`src/rtl/legv8_instr_encoder.sv`:
```
// legv8_instr_encoder: LDUR/STUR/ADD/SUB/AND/ORR/CBZ/B request -> 32-bit LEGv8 word, queued in a FWFT FIFO.
// Latency: word visible the cycle after acceptance into an empty FIFO. Backpressure: ReqReady falls when
// free entries < 1 (< 2 with ENC_BRANCH_BUBBLE_EN, which appends ORR XZR,XZR,XZR after every branch).

// legv8_enc_fifo: first-word-fall-through word queue with an optional second write lane.
// Latency: head visible the cycle after the write. Backpressure: none internally, caller must check count.
module legv8_enc_fifo #(
  parameter int DEPTH = 4,
  parameter int W     = 32
) (
  input  logic                     core_clk,
  input  logic                     rst,
  input  logic                     wr_vld,
  input  logic [W-1:0]             wr_dat,
  input  logic                     wr2_vld,
  input  logic [W-1:0]             wr2_dat,
  input  logic                     rd_rdy,
  output logic                     rd_vld,
  output logic [W-1:0]             rd_dat,
  output logic [$clog2(DEPTH):0]   count
);
  localparam int AW = $clog2(DEPTH);
  localparam int CW = AW + 1;

  logic [W-1:0]  mem [DEPTH];
  logic [AW-1:0] wr_ptr;
  logic [AW-1:0] rd_ptr;
  logic [AW-1:0] wr_ptr_nx;
  logic [CW-1:0] n_in;
  logic          pop;

  assign rd_vld    = (count != '0);
  assign rd_dat    = rd_vld ? mem[rd_ptr] : '0;
  assign pop       = rd_vld && rd_rdy;
  assign wr_ptr_nx = wr_ptr + AW'(1);

  // The second lane only ever follows a primary write, so it lands in the very next slot.
  always_comb begin
    n_in = '0;
    if (wr_vld) n_in = (wr2_vld) ? CW'(2) : CW'(1);
  end

  always_ff @(posedge core_clk or posedge rst) begin
    if (rst) begin
      wr_ptr <= '0;
      rd_ptr <= '0;
      count  <= '0;
    end else begin
      wr_ptr <= wr_ptr + AW'(n_in);
      rd_ptr <= rd_ptr + AW'(pop);
      count  <= count + n_in - CW'(pop);
    end
  end

  always_ff @(posedge core_clk) begin
    if (wr_vld)            mem[wr_ptr]    <= wr_dat;
    if (wr_vld && wr2_vld) mem[wr_ptr_nx] <= wr2_dat;
  end
endmodule

module legv8_instr_encoder #(
  parameter int DEPTH = 4,
  parameter int ERRW  = 8
) (
  input  logic            CLK,
  input  logic            Reset,
  input  logic            ReqValid,
  output logic            ReqReady,
  input  logic [2:0]      ReqOp,
  input  logic [4:0]      ReqRd,
  input  logic [4:0]      ReqRn,
  input  logic [4:0]      ReqRm,
  input  logic [25:0]     ReqImm,
  output logic            InstrValid,
  input  logic            InstrReady,
  output logic [31:0]     Instr,
  output logic            RangeErr,
  output logic [ERRW-1:0] ErrCount
);
  localparam int CW = $clog2(DEPTH) + 1;
`ifdef ENC_BRANCH_BUBBLE_EN
  localparam int NEED = 2;
`else
  localparam int NEED = 1;
`endif
  localparam logic [CW-1:0] READY_LIM = CW'(DEPTH - NEED);
  localparam logic [31:0]   BUBBLE    = 32'hAA1F03FF;

  localparam logic [2:0] OP_LDUR = 3'd0;
  localparam logic [2:0] OP_STUR = 3'd1;
  localparam logic [2:0] OP_ADD  = 3'd2;
  localparam logic [2:0] OP_SUB  = 3'd3;
  localparam logic [2:0] OP_AND  = 3'd4;
  localparam logic [2:0] OP_ORR  = 3'd5;
  localparam logic [2:0] OP_CBZ  = 3'd6;
  localparam logic [2:0] OP_B    = 3'd7;

  typedef struct packed {
    logic [2:0]  op;
    logic [4:0]  rd;
    logic [4:0]  rn;
    logic [4:0]  rm;
    logic [25:0] imm;
  } req_t;

  req_t          req;
  logic [31:0]   enc_dat;
  logic          enc_ok;
  logic          d_ok;
  logic          cb_ok;
  logic          accept;
  logic          push_vld;
  logic          push2_vld;
  logic          drop;
  logic [CW-1:0] fifo_count;

  assign req = {ReqOp, ReqRd, ReqRn, ReqRm, ReqImm};

  // In range means every bit above the field's sign bit copies it.
  assign d_ok  = (req.imm[25:8] == '0)  || (req.imm[25:8] == '1);
  assign cb_ok = (req.imm[25:18] == '0) || (req.imm[25:18] == '1);

  always_comb begin
    enc_dat = '0;
    enc_ok  = 1'b1;
    case (req.op)
      OP_LDUR: begin
        enc_dat = {11'b11111000010, req.imm[8:0], 2'b00, req.rn, req.rd};
        enc_ok  = d_ok;
      end
      OP_STUR: begin
        enc_dat = {11'b11111000000, req.imm[8:0], 2'b00, req.rn, req.rd};
        enc_ok  = d_ok;
      end
      OP_ADD:  enc_dat = {11'b10001011000, req.rm, 6'b0, req.rn, req.rd};
      OP_SUB:  enc_dat = {11'b11001011000, req.rm, 6'b0, req.rn, req.rd};
      OP_AND:  enc_dat = {11'b10001010000, req.rm, 6'b0, req.rn, req.rd};
      OP_ORR:  enc_dat = {11'b10101010000, req.rm, 6'b0, req.rn, req.rd};
      OP_CBZ: begin
        enc_dat = {8'b10110100, req.imm[18:0], req.rd};
        enc_ok  = cb_ok;
      end
      OP_B:    enc_dat = {6'b000101, req.imm};
      default: enc_dat = '0;
    endcase
  end

  // Readiness looks only at the registered occupancy, so a same-cycle pop never admits a push.
  assign ReqReady = (fifo_count <= READY_LIM);
  assign accept   = ReqValid && ReqReady;
  assign push_vld = accept && enc_ok;
  assign drop     = accept && !enc_ok;

`ifdef ENC_BRANCH_BUBBLE_EN
  assign push2_vld = push_vld && ((req.op == OP_CBZ) || (req.op == OP_B));
`else
  assign push2_vld = 1'b0;
`endif

  legv8_enc_fifo #(
    .DEPTH (DEPTH),
    .W     (32)
  ) u_fifo (
    .core_clk (CLK),
    .rst      (Reset),
    .wr_vld   (push_vld),
    .wr_dat   (enc_dat),
    .wr2_vld  (push2_vld),
    .wr2_dat  (BUBBLE),
    .rd_rdy   (InstrReady),
    .rd_vld   (InstrValid),
    .rd_dat   (Instr),
    .count    (fifo_count)
  );

  always_ff @(posedge CLK or posedge Reset) begin
    if (Reset) begin
      RangeErr <= 1'b0;
      ErrCount <= '0;
    end else begin
      RangeErr <= drop;
      if (drop && (ErrCount != '1)) ErrCount <= ErrCount + ERRW'(1);
    end
  end
endmodule

```
`config.mk`:
```
export PLATFORM = sky130hd
export DESIGN_NAME = legv8_instr_encoder
export DESIGN_NICKNAME = d
export VERILOG_FILES = /design/src/rtl/legv8_instr_encoder.sv
export SDC_FILE = /design/constraint.sdc
export NUM_CORES = 1
export LEC_CHECK = 0
export BUFFER_PORTS_ARGS = -buffer_cell sky130_fd_sc_hd__buf_2
export CELL_PAD_IN_SITES_DETAIL_PLACEMENT = 0
export CELL_PAD_IN_SITES_GLOBAL_PLACEMENT = 2
export CORE_MARGIN = 5
export CORE_UTILIZATION = 46
export CTS_BUF_LIST = sky130_fd_sc_hd__clkbuf_8
export DETAILED_ROUTE_END_ITERATION = 8
export HOLD_SLACK_MARGIN = 0.08
export PLACE_DENSITY_LB_ADDON = 0.05
export SLEW_MARGIN = 0
export SYNTH_ARGS = -nofsm -noshare
export SYNTH_HDL_FRONTEND = slang
export SYNTH_SLANG_ARGS = --single-unit
```
`constraint.sdc`:
```
create_clock -name CLK -period 9.2 [get_ports CLK]
set_input_delay 1.38 -clock CLK [delete_from_list [all_inputs] [get_ports CLK]]
set_output_delay 1.38 -clock CLK [all_outputs]
set_load 0.02 [all_outputs]
```
==> reports/metrics.yaml <==
critical_path:
  regToRegSetupSlack_ps: 6980
  crit_path_end: "Instr[0]"
  worst-r2r-cell-count: 9
  crit_path_top_delay_cell: "mux4_2"
  crit-reg2reg-capture: "u_fifo.count[2]"
  cp_max_fo: 32
  criticalPathCategory: "flop to output pin"
  startpoint_type: "flop"
  slowest_delay_ps: 620
  crit_chain: "buf_4 -> mux4_2 -> nor2b_1 -> buf_2"
  endpoint_kind: "output pin"
  cp_data_required_time_ps: 7820
  critPathLaunch: "u_fifo.rd_ptr[0]"
  reg2reg_from: "u_fifo.count[1]"
  crit_arrival_ps: 2280
die:
  die-area_um2: 16480
  initial_core_util_pct: 46.62
  dieWidth_um: 128.4
  io-pin-count: 91
  fp-row-count: 43
  core-area_um2: 13830
  die_y_um: 128.4
finish:
  num-nets-final: 582
  fin_area_um2: 7540
  area_growth_syn_to_layout_pct: 16.96
  layout-drive-gt1-share_pct: 32.34
  fill_cells: 1168
  num_antenna_cells: 0
cts:
  clock_latency_ps: 430
  cts_buffers: 17
  cts_sinks: 144
  h-tree-depth: 4
  cts.reportedPaths.clkPinSlew_ps: 80
  cts_tree: "built"
  cts_resized: 0
  cts_hold_buffers: 0
  postCtsSetupBuffers: 0
  cts-root-buf: "clkbuf_8"
  cts_max_path_buffers: 2
synthesis:
  synth_top_area_share_pct: 59.63
  syn-cell-area_um2: 6446
  yosys-top-cells-area: "edfxtp_1 (60%), mux4_2 (11%), dfrtp_1 (6.2%), nor2b_1 (3.2%), mux2i_1 (2.8%)"
  syn_inst: 423
  ys_ff_latch: 144
  synth_fp_nets: 483
  syn_area_per_cell_um2: 15.24
  yosysWarningCount: 0
  ys_seq_area_share_pct: 65.84
  synth_edf_count: 128
  synth_cell_types: 38
  ys.flop_type: "edfxtp_1"
  async_reset_ff_share_pct: 11.11
  synth_area_leader_cell: "edfxtp_1"
grt:
  grt_max_degree: 37
  grt_pass1_vias: 3950
  grt_remaining_overflow: 0
  track_usage_pct: 18.24
  grt_pass1_wl_um: 22420
  antenna_found_initial: 0
placement:
  placed_area_um2: 7121
  dp_hpwl_um: 9970
  globalplace.congestion: 0.7948
  io_buffers: 90
timing:
  finalSetupTns_ps: 0
  clock.fmax_mhz: 273.0
  slew_violations: 0
  fin_crit_ps: 3663
  setup_viol: 0
  worst_pin_slew_ps: 871.9
  max_slew_margin_pct: 41.87
  rsz0062_at_grt: "no"
  period_share_pct: 39.82
  hold_violations: 0
  finClkSkew_ps: 6.922
detailed_routing:
  drc: 0
  wire_per_inst_um: 20.21
  vias_per_cell: 5.407
  first_pass_iters: 5
  routed_wl_um: 14450
  drt_iter0_drc: 262
  vias: 3866
  antenna_left: 0
min_path:
  hold_path.class: "flop to flop"
  holdPathStages: 1
status:
  status: "finished clean"
flow_run:
  drv_cap: 0
power:
  cellLeakagePower_nw: 2.848
  powerDensity_nw_per_um2: 281.9
  ir_worst_vdd_mv: 0.1692
## worst min path at each step
stage / endpoint / from
floorplan: u_fifo.rd_ptr[0] / u_fifo.rd_ptr[0]
global placement: ErrCount[4] / ErrCount[4]
detailed placement: ErrCount[4] / ErrCount[4]
CTS: ErrCount[4] / ErrCount[4]
global route: ErrCount[4] / ErrCount[4]
finish: ErrCount[4] / ErrCount[4]
## flip-flops by register name (all words and copies together), names as in the netlist
register and flops:
ErrCount 8, u_fifo.wr_ptr 2, u_fifo.rd_ptr 2, RangeErr 1
u_fifo.count 3, u_fifo.mem 128
## cell usage after synthesis (3+ instances only)
| cell | n |
|---|---|
| ha_1 | 11 |
| mux4_2 | 32 |
| nand3_1 | 8 |
| and3_1 | 3 |
| buf_2 | 6 |
| xor2_1 | 7 |
| a21oi_1 | 11 |
| mux2i_1 | 18 |
| nor2b_1 | 33 |
| o21ai_0 | 24 |
| nand2_1 | 29 |
| edfxtp_1 | 128 |
| o22ai_1 | 6 |
| nand4_1 | 4 |
| inv_1 | 12 |
| clkbuf_1 | 11 |
| or4_1 | 4 |
| nor2_1 | 34 |
| nor3_1 | 5 |
| dfrtp_1 | 16 |
## layer usage
layer	part of all wire (%)	global-route usage (%)
met1	44	24.83
met2	49	29.67
met3	5.9	3.694
met4	1.4	5.993
met5	0	0
## cell usage in the layout, fill, tap and decap left out, types with 4 or more instances in the layout
cell type / Yosys / final
nand4_1: 4 / 4
mux4_2: 32 / 32
ha_1: 11 / 11
or4_1: 4 / 4
clkbuf_8: 0 / 20
inv_1: 12 / 15
mux2i_1: 18 / 18
nor2_1: 34 / 32
nand3_1: 8 / 8
dfrtp_1: 16 / 14
buf_4: 0 / 7
buf_2: 6 / 90
nand2_1: 29 / 29
nor2b_1: 33 / 33
edfxtp_1: 128 / 128
xor2_1: 7 / 7
o22ai_1: 6 / 6
o21ai_0: 24 / 24
a21oi_1: 11 / 11
## power by group
part | switching [W] | internal (W)
logic | 0.000416 | 0.000317
registers | 0.0000706 | 0.000809
clock network | 0.000226 | 0.000287
total | 0.000713 | 0.00141
## per-stage QoR
step                hold slack [ps]  instances  worst slack (ps)  power (W)  utilization, %
global placement              471.8        683              5329   0.001635           51.50
detailed placement            479.6        683              5296   0.001644           51.50
finish                        497.5        715              5537   0.002125           54.53
floorplan                     476.7        423              4066   0.001401               -
global route                  511.7        715              5322   0.002248           54.53
CTS                           491.9        715              5456   0.002160           54.53
## final cells by class
type / instances / area, um^2 / area share [%]
multi-input combinational: 249 / 2097 / 27.81
clock buffer: 20 / 275.3 / 3.651
tap: 180 / 225.2 / 2.987
timing repair buffer: 97 / 503.0 / 6.671
clock inverter: 12 / 143.9 / 1.908
inverter: 13 / 48.80 / 0.6472
sequential: 144 / 4247 / 56.32
## worst max-delay path: cells and delay by family (launching register included)
kind	cells	cell delay [ps]
multiplexers	1	620
flip-flops	1	360
buffers and inverters	2	700
AND/OR/NAND/NOR	1	150
## kinds of logic (layout without fill, tap and decap cells)
kind of cell | Yosys count | in the layout | synth area share (%)
mux | 52 | 52 | 14.38
compound gates | 48 | 48 | 4.154
fa+ha+maj | 12 | 12 | 2.446
flops | 144 | 144 | 65.84
buf+inv | 30 | 142 | 1.863
xor+xnor | 9 | 9 | 1.223
simple gates | 128 | 128 | 10.09
No activity file was read; power rests on OpenSTA's default activity.
